$ cat config.mk
export PLATFORM = sky130hd
export DESIGN_NAME = led_pattern_visual
export DESIGN_NICKNAME = d
export VERILOG_FILES = /design/src/rtl/led_pattern_visual.sv
export SDC_FILE = /design/constraint.sdc
export NUM_CORES = 1
export LEC_CHECK = 0
export ABC_AREA = 1
export BUFFER_PORTS_ARGS = -buffer_cell sky130_fd_sc_hd__buf_4
export CAP_MARGIN = 0
export CORE_MARGIN = 2
export CORE_UTILIZATION = 40
export CTS_CLUSTER_SIZE = 40
export DETAILED_ROUTE_END_ITERATION = 16
export PLACE_DENSITY = 0.62
export SYNTH_ARGS = -nofsm -noshare
export SYNTH_HDL_FRONTEND = slang
export SYNTH_SLANG_ARGS = --single-unit
$ cat constraint.sdc
create_clock -name clk -period 3.86 [get_ports clk]
set_clock_uncertainty 0.15 [all_clocks]
set_input_delay 0.772 -clock clk [delete_from_list [all_inputs] [get_ports clk]]
set_output_delay 0.772 -clock clk [all_outputs]
set_load 0.05 [all_outputs]
$ cat src/rtl/led_pattern_visual.sv
// LED pattern engine with built-in tick prescaler: up, down, bounce and gray display modes, plus pause/single-step.
// Optional macro LED_INPUT_SYNC_EN adds two-flop synchronisers on pause, step and mode.
module led_pattern_visual #(
  parameter int M = 5000000,
  parameter int N = 23,
  parameter int W = 4
) (
  input  logic         clk,
  input  logic         reset,
  input  logic [1:0]   mode,
  input  logic         pause,
  input  logic         step,
  output logic         tick,
  output logic [W-1:0] LEDG
);

  typedef enum logic {
    DIR_LEFT  = 1'b0,
    DIR_RIGHT = 1'b1
  } dir_t;

  localparam logic [1:0] MODE_UP     = 2'b00;
  localparam logic [1:0] MODE_DOWN   = 2'b01;
  localparam logic [1:0] MODE_BOUNCE = 2'b10;
  localparam logic [1:0] MODE_GRAY   = 2'b11;

  localparam logic [N-1:0] PRE_LAST = N'(M - 1);

  function automatic logic [W-1:0] bin2gray(input logic [W-1:0] b);
    return b ^ {1'b0, b[W-1:1]};
  endfunction

  logic [N-1:0] pre;
  logic [W-1:0] cnt;
  logic [W-1:0] cnt_next;
  dir_t         dir;
  dir_t         dir_next;
  logic [1:0]   mode_q;
  logic         step_q;
  logic         pause_in;
  logic         step_in;
  logic [1:0]   mode_in;
  logic         step_rise;
  logic         reload;
  logic         adv;

`ifdef LED_INPUT_SYNC_EN
  logic [1:0] pause_sync;
  logic [1:0] step_sync;
  logic [1:0] mode_meta;
  logic [1:0] mode_sync;

  // Two-flop synchronisers for the asynchronous board inputs.
  always_ff @(posedge clk) begin
    if (reset) begin
      pause_sync <= 2'b00;
      step_sync  <= 2'b00;
      mode_meta  <= 2'b00;
      mode_sync  <= 2'b00;
    end else begin
      pause_sync <= {pause_sync[0], pause};
      step_sync  <= {step_sync[0], step};
      mode_meta  <= mode;
      mode_sync  <= mode_meta;
    end
  end

  assign pause_in = pause_sync[1];
  assign step_in  = step_sync[1];
  assign mode_in  = mode_sync;
`else
  assign pause_in = pause;
  assign step_in  = step;
  assign mode_in  = mode;
`endif

  // Prescaler wraps at M-1; tick marks the cycle after the wrap.
  always_ff @(posedge clk) begin
    if (reset) begin
      pre  <= '0;
      tick <= 1'b0;
    end else begin
      if (pre == PRE_LAST) begin
        pre <= '0;
      end else begin
        pre <= pre + N'(1);
      end
      tick <= (pre == PRE_LAST);
    end
  end

  assign step_rise = step_in & ~step_q;
  assign reload    = (mode_in != mode_q);
  assign adv       = (~pause_in & tick) | (pause_in & step_rise);

  // Pattern state register.
  always_ff @(posedge clk) begin
    if (reset) begin
      cnt    <= '0;
      dir    <= DIR_LEFT;
      mode_q <= MODE_UP;
      step_q <= 1'b0;
    end else begin
      cnt    <= cnt_next;
      dir    <= dir_next;
      mode_q <= mode_in;
      step_q <= step_in;
    end
  end

  // A mode change reseeds the pattern and swallows any coincident advance.
  always_comb begin
    cnt_next = cnt;
    dir_next = dir;
    if (reload) begin
      case (mode_in)
        MODE_UP: begin
          cnt_next = '0;
          dir_next = dir;
        end
        MODE_DOWN: begin
          cnt_next = '1;
          dir_next = dir;
        end
        MODE_BOUNCE: begin
          cnt_next = W'(1);
          dir_next = DIR_LEFT;
        end
        MODE_GRAY: begin
          cnt_next = '0;
          dir_next = dir;
        end
        default: begin
          cnt_next = '0;
          dir_next = DIR_LEFT;
        end
      endcase
    end else if (adv) begin
      case (mode_q)
        MODE_UP: begin
          cnt_next = cnt + W'(1);
          dir_next = dir;
        end
        MODE_DOWN: begin
          cnt_next = cnt - W'(1);
          dir_next = dir;
        end
        MODE_BOUNCE: begin
          // An empty one-hot can only come from corruption; restart at bit 0.
          if (cnt == '0) begin
            cnt_next = W'(1);
            dir_next = DIR_LEFT;
          end else if (dir == DIR_LEFT) begin
            cnt_next = {cnt[W-2:0], 1'b0};
            if (cnt[W-2]) begin
              dir_next = DIR_RIGHT;
            end else begin
              dir_next = DIR_LEFT;
            end
          end else begin
            cnt_next = {1'b0, cnt[W-1:1]};
            if (cnt[1]) begin
              dir_next = DIR_LEFT;
            end else begin
              dir_next = DIR_RIGHT;
            end
          end
        end
        MODE_GRAY: begin
          cnt_next = cnt + W'(1);
          dir_next = dir;
        end
        default: begin
          cnt_next = cnt;
          dir_next = dir;
        end
      endcase
    end else begin
      cnt_next = cnt;
      dir_next = dir;
    end
  end

  // Display mapping straight from registers.
  always_comb begin
    if (mode_q == MODE_GRAY) begin
      LEDG = bin2gray(cnt);
    end else begin
      LEDG = cnt;
    end
  end

endmodule
---- Word-level counts from Yosys, hierarchy flattened ----
Cells that the tools add are included.
storage, ports and cells
  bits in registers ....................... 32
  input bits .............................. 6
  word-level logic and storage cells ...... 51
cells by class
  $add $sub $neg .......................... 3
  equality and inequality tests ........... 10
  muxes and demuxes ....................... 15
  bitwise gates (word level) .............. 7
  reductions and logical operators ........ 10
operators with widths
  operator               number
  $pmux 4 s3             2
  $add 23x1->23 const B  1
  $eq 23x23->1 const B   1
  $mux 4                 5
  $eq 2x2->1 const B     4
  $mux 1                 8
  $reduce_or 2->1        3
  $reduce_or 3->1        2
  $add 4x1->4 const B    1
  $eq 2x1->1 const B     2
  $logic_not 2->1        2
  $logic_not 4->1        1
  $sub 4x1->4 const B    1
  $xor 4x3->4            1
  $and 1x1->1            3
  $reduce_and 3->1       1
  $ne 2x1->1 const B     1
  $ne 2x2->1             1
  $ne 2x2->1 const B     1
  $not 1->1              2
  $reduce_bool 2->1      1
  $or 1x1->1             1

---- Logic depth before layout (Yosys ltp) ----
Gate-level depths: netlist of run 1.
  depth after elaboration ................. 6
  gate-level depth with buffers ........... 13
  depth with buffers taken out ............ 13

---- Worst setup path before layout of run 1 ----
No wires, ideal clock.
  path type ............................... register to output
  start point ............................. register mode_q[0]
  end point ............................... output LEDG[0]
  data arrival time ....................... 1650 ps
  data required time ...................... 2938 ps
  setup slack ............................. 1288 ps
  cell stages (with the launch flop) ...... 3
  path buffers ............................ 0
  cells stage by stage .................... dfxtp_1 ha_1 o21ai_0
on the way
  word-level cells in the longest chain between the ends .. 2
ends and longest elaborated chain
  element                 RTL line  RTL
  from (decl)             38        logic [1:0] mode_q;
  from (signal assigned)  106       mode_q <= mode_in;
  $eq 2x2->1              186       if (mode_q == MODE_GRAY) begin
  $mux 4                  186
  to (decl)               14        output logic [W-1:0] LEDG
No other way between the ends.

---- Worst setup path in the final report of run 1 ----
  start point ............................. register cnt[1]
  end point ............................... output LEDG[0]
on the way
  word-level cells in the longest chain between the ends .. 2
ends and longest elaborated chain
  element                 RTL line  RTL
  from (decl)             34        logic [W-1:0] cnt;
  from (signal assigned)  104       cnt <= cnt_next;
  $xor 4x3->4             30        return b ^ {1'b0, b[W-1:1]};
  $mux 4                  186
No other way between the ends.

==> results of run 1 <==
==> power by group <==
group | switching [W] | total [W] | internal (W)
clock network | 0.000124 | 0.000315 | 0.000191
registers | 0.0000113 | 0.000351 | 0.000339
logic | 0.0000755 | 0.000117 | 0.0000410
==> flip-flops by register name (all words and copies together) (netlist names) <==
| register | count |
|---|---|
| mode_q | 2 |
| pre | 23 |
| tick | 1 |
| step_q | 1 |
| cnt | 4 |
| dir | 1 |
==> worst register-to-register path, stage by stage (launching register included) <==
cell	delay (ns)
dfxtp_1	0.36
inv_1	0.07
ha_1	0.36
inv_1	0.12
nand2_1	0.08
nand2_1	0.10
inv_1	0.05
ha_1	0.16
a21oi_1	0.16
a21oi_1	0.08
o21ai_0	0.08
o21ai_0	0.12
nand2_1	0.07
a21oi_1	0.05
==> final cells by class <==
cell class / count / area [µm²] / share of cell area
tap: 54 / 67.6 / 0.0312
clock buffer: 5 / 68.8 / 0.0318
inverter: 40 / 150 / 0.0694
multi-input combinational: 185 / 1120 / 0.517
sequential: 32 / 641 / 0.296
timing repair buffer: 10 / 75.1 / 0.0347
clock inverter: 3 / 42.5 / 0.0197
==> cell usage after synthesis (4+ instances only) <==
cell type and n:
ha_1 8, dfxtp_1 32, inv_1 38, xor2_1 8, nand3_1 8, nor2_1 29, nor2_2 5, nor3_2 4
nor3b_2 4, o21ai_0 14, a21oi_1 13, nor2_4 4, nand2_2 8, nand4_1 6, nand2_1 46, nor3_1 7
==> cell families after synthesis <==
group / after synthesis
AO/OA/AOI/OAI: 32
AND/OR/NAND/NOR: 135
buffers and inverters: 43
adder cells (fa/ha/maj): 8
XOR/XNOR: 10
flip-flops: 32
==> per-layer routing <==
layer  wire length (µm)  vias up
li1                   -      861
met1               1650      713
met2               1730       29
met3                143        6
met4                 48        0
met5                  0        -
==> stage by stage <==
stage	setup slack [ns]	power (W)	instances
finish	1.47	0.000782	329
global route	1.35	0.000829	329
CTS	1.46	0.000797	329
detailed placement	1.75	0.000475	321
global placement	1.79	0.000474	321
floorplan	1.29	0.000447	260
==> how the worst min path moves through the flow <==
| stage | startpoint | end | cells past startpoint | slack (ns) |
|---|---|---|---|---|
| after floorplan | pre[0]$_SDFF_PP0_ | pre[0]$_SDFF_PP0_ | 1 | 0.28 |
| after global placement | pre[0]$_SDFF_PP0_ | pre[0]$_SDFF_PP0_ | 1 | 0.29 |
| after detailed placement | pre[22]$_SDFF_PP0_ | pre[22]$_SDFF_PP0_ | 2 | 0.30 |
| after CTS | pre[22]$_SDFF_PP0_ | pre[22]$_SDFF_PP0_ | 2 | 0.31 |
| after global routing | pre[0]$_SDFF_PP0_ | pre[0]$_SDFF_PP0_ | 1 | 0.34 |
| final | pre[22]$_SDFF_PP0_ | pre[22]$_SDFF_PP0_ | 2 | 0.31 |
==> qor.csv, run 1 <==
metric;value;unit
Post-CTS Setup Bufs;0;
Slowest-stage cell, CP;dfxtp_1;
Final Hold Viols;0;
reg2reg setup slack;1.74;ns
Final Core Density;0.461;
Synth warnings;0;
GR Layer Usage met3;0.0466;
Post-synth EDFFs;0;
Crit Path Class;flop to output pin;
setup violators final;0;
clk buf depth;2;
startpoint types;flop;
vias in the first global route;1463;
Simple-Gate Fraction of Synth Area;0.387;
Max FO, Critical Path;6;
Routability Congestion;0.868;
PostCTS Resize Cnt;0;
Fin Setup TNS;0;ns
cts bufs inserted;5;
CTS Root Cell;clkbuf_8;
Detailed Place HPWL;2760;µm
Max Cap Viol;0;
M2 GR Usage;0.242;
TritonRoute pass-1 iters;4;
top post-synthesis cells by area;dfxtp_1, nand2_1, inv_1, nor2_1, ha_1;
Die Width;73.7;µm
M1 GR Usage;0.181;
Initial Util;0.414;
layout cells sized above 1;0.204;
CP cell instances;inv_1 > ha_1 > nand2_1 > o21ai_0 > buf_4;
Max Clock Freq;419;MHz
Routed Antenna Nets;0;
DRC;0;
most common cell after layout, fill and taps aside;nand2_1;
Iter 0 DRT Violations;51;
Yosys top cell area share;0.329;
fraction of registers with async set/reset;0;
worst path required time;2.94;ns
PortBufs;10;
Die Y;73.7;µm
unique cell type count in the Yosys netlist;37;
Max-slew headroom;0.794;
GRT busiest layer;met2;
fillcell total;474;
synthesized area per cell;7.48;µm²
CP bufs+invs;2;
I/O pin cnt;11;
fin. max-slew vios;0;
worst reg2reg path depth;13;
area leader, netlist;dfxtp_1;
critical path endpoint category;output pin;
Tightest Pin Transition;0.307;ns
final critical-path required period;2.39;ns
largest family of logic cells by synthesized area;simple AND/OR/NAND/NOR gates;
outcome;finished clean;
Critical Path End;LEDG[0];
clk_lat worst skew;0.28;ns
WP data arrival;1.46;ns
most frequent cells in the layout;nand2_1, inv_1, dfxtp_1;
Nets;288;
Post-Syn Nets;274;
worst vdd ir;0.193;mV
global-route wire length before repair;6250;µm
FP Rows;25;
Vias;1609;
Power Dens Cells;361;nW/µm²
Leak Pwr;0.901;nW
top_reg_cell synth;dfxtp_1;
smallest hold slack;0.310;ns
post-synthesis compound-gate area fraction;0.0927;
clock sink count;32;
CTS tree;done;
sequential-to-total area share from yosys stat;0.329;
Top delay family on crit path;flip-flops;
antenna violations before repair;0;
crit-path max cell delay;0.45;ns
die footprint;5430;µm²
Post-Synthesis Cells;260;
WL final;3580;µm
largest net degree at the start of global routing;23;
synthesized flop and latch total;32;
ant diodes;0;
post-route cell area;2160;µm²
H-tree Lvls;2;
Post-Synth Adder-Cell Area;0.0515;
global route total overflow;0;
via density per instance;4.89;
worst r2r dst;cnt[2]$_SDFFE_PP0P_;
mux contribution to synthesized area;0;
post-synthesis cell area;1940;µm²
unrepaired setup endpoints after global routing;no;
DR WL/cell;10.9;µm
Reg-to-Reg Start;mode_q[0]$_SDFF_PP0_;
Critical Path Start;cnt[1]$_SDFFE_PP0P_;
Cell Area, Placed;2050;µm²
clock transition at the registers of the reported paths;0.07;ns
hold_buf cts;0;
final worst-path cycle share;0.618;
post-synthesis xor/xnor area fraction;0.0450;
P&R area growth vs syn;11.3;%
core region area;4690;µm²
critical path depth;5;
worst min path class;flop to flop;
GR Util All Layers;0.149;
No activity file was read; power rests on OpenSTA's default activity.
==> run 2: changes to the inputs <==
==> constraint.sdc (replaced) <==
create_clock -name clk -period 2.25 [get_ports clk]
set_clock_uncertainty 0.15 [all_clocks]
set_input_delay 0.45 -clock clk [delete_from_list [all_inputs] [get_ports clk]]
set_output_delay 0.45 -clock clk [all_outputs]
set_load 0.05 [all_outputs]
==> run 2 against run 1 <==
Net effect: final area decreased by 0.52%; die area stayed put; clock power is 46% higher; non-clock buffer count up 1; wire length increased by 5.2%; clock-buffer cell count rose by 1; critical path depth up 8; sequential share of layout area up 0.15 points; via count shrank 0.93%; total power rose by 62%; critical endpoint is now cnt[2]$_SDFFE_PP0P_.
==> qor.csv, run 2 (synthesized netlist as in run 1, its figures left out) <==
metric;value;unit;change
DP Worst Slack;0.227;ns;-1.52 ns
startpoint types;flop;;
Max Clock Freq;485;MHz;
CTS tree;done;;
hold_buf cts;0;;unchanged
clock transition at the registers of the reported paths;0.07;ns;about the same
most common cell after layout, fill and taps aside;nand2_1;;
setup violators final;0;;unchanged
fin. max-slew vios;0;;unchanged
Tightest Pin Transition;0.304;ns;-0.00278 ns
I/O pin cnt;11;;unchanged
Initial Util;0.414;;unchanged
Largest regs;pre x23, cnt x4, mode_q x2;;
post-route cell area;2150;µm²;-0.52%
CP bufs+invs;3;;+1
TritonRoute pass-1 iters;4;;unchanged
PostCTS Resize Cnt;0;;unchanged
worst reg2reg path depth;13;;unchanged
GR Util All Layers;0.154;;+0.00462
Vias;1594;;-0.93%
Nets;289;;+0.35%
Crit Path Class;flop to flop;;
final worst-path cycle share;0.916;;
Post-CTS Setup Bufs;0;;unchanged
cts bufs inserted;5;;unchanged
clock sink count;32;;unchanged
Routed Antenna Nets;0;;unchanged
final critical-path required period;2.06;ns;
Final Hold Viols;0;;unchanged
max reg flops;23;;unchanged
Detailed Place HPWL;2780;µm;+1.0%
clk_lat worst skew;0.29;ns;about the same
antenna violations before repair;0;;unchanged
worst vdd ir;0.413;mV;+110%
critical path endpoint category;flop;;
Die Width;73.7;µm;unchanged
DRC;0;;unchanged
Max Cap Viol;0;;unchanged
unrepaired setup endpoints after global routing;no;;
layout cells sized above 1;0.207;;+0.00289
Max-slew headroom;0.797;;+0.00324
Reg area;641;µm²;unchanged
DR WL/cell;11.4;µm;+4.9%
worst path required time;2.29;ns;-0.65 ns
Max FO, Critical Path;4;;-2
core region area;4690;µm²;unchanged
outcome;finished clean;;
Die Y;73.7;µm;unchanged
global route total overflow;0;;unchanged
CTS Root Cell;clkbuf_8;;
most frequent cells in the layout;nand2_1, inv_1, dfxtp_1;;
critical path depth;13;;+8
setup ws final;0.188;ns;-1.29 ns
largest net degree at the start of global routing;23;;unchanged
ant diodes;0;;unchanged
via density per instance;4.83;;-1.2%
P&R area growth vs syn;10.7;%;
FP Rows;25;;unchanged
footprint of the multi-input gates;1120;µm²;unchanged
Routability Congestion;0.938;;+8.1%
vias in the first global route;1478;;+1.0%
most flop-heavy register;pre;;
clk buf depth;2;;unchanged
Top delay family on crit path;adder cells;;
Iter 0 DRT Violations;44;;-14%
crit-path max cell delay;0.38;ns;-0.07 ns
WHS Path Cells;2;;unchanged
Slowest-stage cell, CP;dfxtp_1;;
global-route wire length before repair;6440;µm;+3.1%
H-tree Lvls;2;;unchanged
Power Dens Cells;587;nW/µm²;+62%
CP cell instances;inv_1 > ha_1 > inv_1 > nand2_1 > nand2_1 > inv_1 > ha_1 > a21oi_1 > a21oi_1 > o21ai_0 > o21ai_0 > nand2_1 > a21oi_1;;
die footprint;5430;µm²;unchanged
smallest hold slack;0.216;ns;-0.0948 ns
fillcell total;482;;+1.7%
Leak Pwr;0.903;nW;+0.23%
WP data arrival;2.10;ns;+0.64 ns
PortBufs;10;;unchanged
WL final;3760;µm;+5.2%
Cell Area, Placed;2060;µm²;+0.37%
worst min path class;input port to flop;;
Final Core Density;0.459;;-0.00240
[run 2: cell count changes in the layout (fill, tap and decap cells not counted), sizes merged]
| cell | delta |
|---|---|
| buf | +1 |
| bufinv | -1 |
| clkbuf | +1 |
| clkinv | +1 |
| clkinvlp | -1 |
[run 2: final timing paths]
check	endpoint	slack, ns	startpoint
worst max-delay path	cnt[2]$_SDFFE_PP0P_	0.19	mode_q[0]$_SDFF_PP0_
worst min-delay path	mode_q[1]$_SDFF_PP0_	0.22	reset
worst max register to register	cnt[2]$_SDFFE_PP0P_	0.19	mode_q[0]$_SDFF_PP0_
worst min register to register	pre[22]$_SDFF_PP0_	0.31	pre[22]$_SDFF_PP0_
[run 2: per-layer routing]
layer  routed length [µm]  vias to the layer above  global-route usage  share of wire
li1                     -                      862                   -              -
met1                 1850                      710               0.186           0.49
met2                 1740                       14               0.254           0.46
met3                   87                        8              0.0329          0.023
met4                   85                        0              0.0808          0.023
met5                    0                        -                   0              0
[run 2: power by group]
group	internal (W)	total, W	switching, W
sequential	0.000582	0.000599	0.0000164
clock	0.000244	0.000459	0.000215
combinational	0.0000725	0.000206	0.000134
total	0.000899	0.00126	0.000365
[run 2: layout make-up]
class	instances	share of cell area
well taps	54	0.0314
repair buffers	11	0.0383
multi-input cells	185	0.520
clock buffers	6	0.0383
clock inverters	2	0.00465
flip-flops and latches	32	0.298
inverters	40	0.0697
[run 2: worst reg2reg max path, cell delays in order (launching register included)]
cell and delay (ns):
dfxtp_1 0.38, inv_1 0.08, ha_1 0.35, inv_1 0.12, nand2_1 0.09, nand2_1 0.09, inv_1 0.05, ha_1 0.16
a21oi_1 0.14, a21oi_1 0.08, o21ai_0 0.07, o21ai_0 0.10, nand2_1 0.06, a21oi_1 0.05
[run 2: through the flow]
step            TNS (ns)  total power, W  cells
2_1_floorplan  -0.000986        0.000767    260
3_3_place_gp           0        0.000815    322
3_5_place_dp           0        0.000817    322
4_1_cts                0         0.00128    330
5_1_grt                0         0.00133    330
6_report               0         0.00126    330
==> run 3: changes to the inputs <==
--- a/config.mk
+++ b/config.mk
@@ -7,12 +7,14 @@
 export LEC_CHECK = 0
 export ABC_AREA = 1
 export BUFFER_PORTS_ARGS = -buffer_cell sky130_fd_sc_hd__buf_4
-export CAP_MARGIN = 0
+export CAP_MARGIN = 10
+export CELL_PAD_IN_SITES_DETAIL_PLACEMENT = 0
+export CELL_PAD_IN_SITES_GLOBAL_PLACEMENT = 1
 export CORE_MARGIN = 2
 export CORE_UTILIZATION = 40
 export CTS_CLUSTER_SIZE = 40
 export DETAILED_ROUTE_END_ITERATION = 16
-export PLACE_DENSITY = 0.62
+export PLACE_DENSITY = 0.78
 export SYNTH_ARGS = -nofsm -noshare
 export SYNTH_HDL_FRONTEND = slang
 export SYNTH_SLANG_ARGS = --single-unit
==> constraint.sdc (replaced) <==
create_clock -name clk -period 1.9 [get_ports clk]
set_clock_uncertainty 0.15 [all_clocks]
set_input_delay 0.38 -clock clk [delete_from_list [all_inputs] [get_ports clk]]
set_output_delay 0.38 -clock clk [all_outputs]
set_load 0.05 [all_outputs]
==> run 3 against run 2 <==
Net effect: non-clock buffer count up 15; die area is the same; sequential power is 18% higher; wire length is 4.5% higher; clock-buffer cell count stayed put.
==> qor.csv, run 3 (synthesized netlist as in run 1, its figures left out) <==
metric;value;unit;change
setup violators final;0;;unchanged
Largest regs;pre x23, cnt x4, mode_q x2;;
critical path endpoint category;output pin;;
Iter 0 DRT Violations;73;;+66%
Final Hold Viols;0;;unchanged
Tightest Pin Transition;0.362;ns;+0.0576 ns
I/O pin cnt;11;;unchanged
unrepaired setup endpoints after global routing;yes;;
Max Clock Freq;543;MHz;
cell mode on critical path;buf_6;;
die footprint;5430;µm²;unchanged
via density per instance;4.82;;-0.16%
DR WL/cell;11.4;µm;+0.24%
clock transition at the registers of the reported paths;0.06;ns;about the same
hold_buf cts;0;;unchanged
DP Worst Slack;-0.0283;ns;-0.255 ns
most common cell after layout, fill and taps aside;nand2_1;;
Hold Path Origin;reset;;
fillcell total;491;;+1.9%
worst path required time;1.37;ns;-0.92 ns
met3 WL;123;µm;+41%
Die Y;73.7;µm;unchanged
final worst-path cycle share;0.969;;
cts bufs inserted;5;;unchanged
post-route cell area;2310;µm²;+7.1%
final critical-path required period;1.84;ns;
CTS Root Cell;clkbuf_8;;
Max FO, Critical Path;5;;+1
Detailed Place HPWL;3050;µm;+9.6%
GR Util All Layers;0.156;;+0.00261
ant diodes;0;;unchanged
antenna violations before repair;0;;unchanged
clk_lat worst skew;0.28;ns;about the same
top sig layer;met4;;
crit-path max cell delay;0.35;ns;-0.03 ns
vias in the first global route;1447;;-2.1%
layout cells sized above 1;0.290;;+0.0831
global route total overflow;0;;unchanged
P&R area growth vs syn;18.6;%;
outcome;finished clean;;
worst vdd ir;0.547;mV;+32%
Max-slew headroom;0.757;;-0.0401
H-tree Lvls;2;;unchanged
most flop-heavy register;pre;;
Routability Congestion;0.791;;-16%
Slowest-stage cell, CP;dfxtp_4;;
footprint of the multi-input gates;1150;µm²;+3.1%
DR WL met2;1650;µm;-5.2%
Critical Path Start;mode_q[1]$_SDFF_PP0_;;
Routed Antenna Nets;0;;unchanged
Reg-to-Reg Start;mode_q[0]$_SDFF_PP0_;;
WP data arrival;1.31;ns;-0.79 ns
Die Width;73.7;µm;unchanged
Cell Area, Placed;2170;µm²;+5.1%
global-route wire length before repair;6600;µm;+2.5%
startpoint types;flop;;
most frequent cells in the layout;nand2_1, inv_1, nor2_1;;
core region area;4690;µm²;unchanged
DRC;0;;unchanged
DRT met1 WL;2130;µm;+15%
setup ws final;0.0593;ns;-0.129 ns
clk buf depth;2;;unchanged
CTS tree;done;;
largest net degree at the start of global routing;23;;unchanged
Power Dens Cells;647;nW/µm²;+10%
WL final;3930;µm;+4.5%
worst min path class;input port to flop;;
TritonRoute pass-1 iters;4;;unchanged
PortBufs;10;;unchanged
Leak Pwr;0.970;nW;+7.4%
clock sink count;32;;unchanged
Initial Util;0.414;;unchanged
Crit Path Class;flop to output pin;;
FP Rows;25;;unchanged
Reg area;649;µm²;+1.4%
Vias;1659;;+4.1%
Nets;304;;+5.2%
Max Cap Viol;0;;unchanged
CP cell instances;buf_6 > ha_4 > nand2_2 > xor2_1 > inv_1 > buf_6;;
fin. max-slew vios;0;;unchanged
max reg flops;23;;unchanged
[run 3: worst paths after layout]
check	endpoint	slack (ns)	cells after the start
hold / removal	mode_q[1]$_SDFF_PP0_	0.15	2
hold reg to reg	pre[22]$_SDFF_PP0_	0.32	2
setup reg to reg	cnt[2]$_SDFFE_PP0P_	0.12	13
setup / recovery	LEDG[1]	0.06	6
[run 3: timing repair]
item,CTS,global route
pin swaps,0,4
setup buffers,0,1
endpoints found under the setup margin,3,6
cloned,0,0
gates resized for setup,3,19
[run 3: report_power, final]
| part | switching (W) | total (W) | internal [W] | leakage [nW] |
|---|---|---|---|---|
| registers | 0.0000142 | 0.000705 | 0.000691 | 0.262 |
| clock network | 0.000234 | 0.000482 | 0.000249 | 0.0410 |
| logic | 0.000178 | 0.000304 | 0.000126 | 0.667 |
| total | 0.000426 | 0.00149 | 0.00107 | 0.970 |
[run 3: layout make-up]
| type | instances | share of cell area |
|---|---|---|
| clock buffers | 6 | 0.0315 |
| clock inverters | 1 | 0.00217 |
| inverters | 40 | 0.0651 |
| multi-input cells | 185 | 0.501 |
| flip-flops and latches | 32 | 0.282 |
| well taps | 54 | 0.0293 |
| repair buffers | 26 | 0.0895 |
[run 3: through the flow]
step,power [W],instances,hold slack (ns),utilization,TNS [ns]
after floorplan,0.000909,260,0.279,-,-0.561
after global placement,0.000998,336,0.301,0.462,0
after detailed placement,0.00100,336,0.311,0.462,-0.0283
after CTS,0.00149,343,0.152,0.480,-0.0443
after global routing,0.00157,344,0.151,0.491,-0.0290
final,0.00149,344,0.151,0.491,0
[run 3: per-layer routing]
layer  vias to the layer above  global-route usage
met5                         -                   0
met1                       749               0.237
met4                         0              0.0424
met3                         2              0.0412
li1                        891                   -
met2                        17               0.215
[run 3: worst max-delay path: cells and delay by family (launching register included)]
kind,cells,cell delay (ns)
xor gates and xnor gates,1,0.12
and+or+nand+nor,1,0.06
DFF,1,0.35
buffers and inverters,3,0.33
adders and majority gates,1,0.16
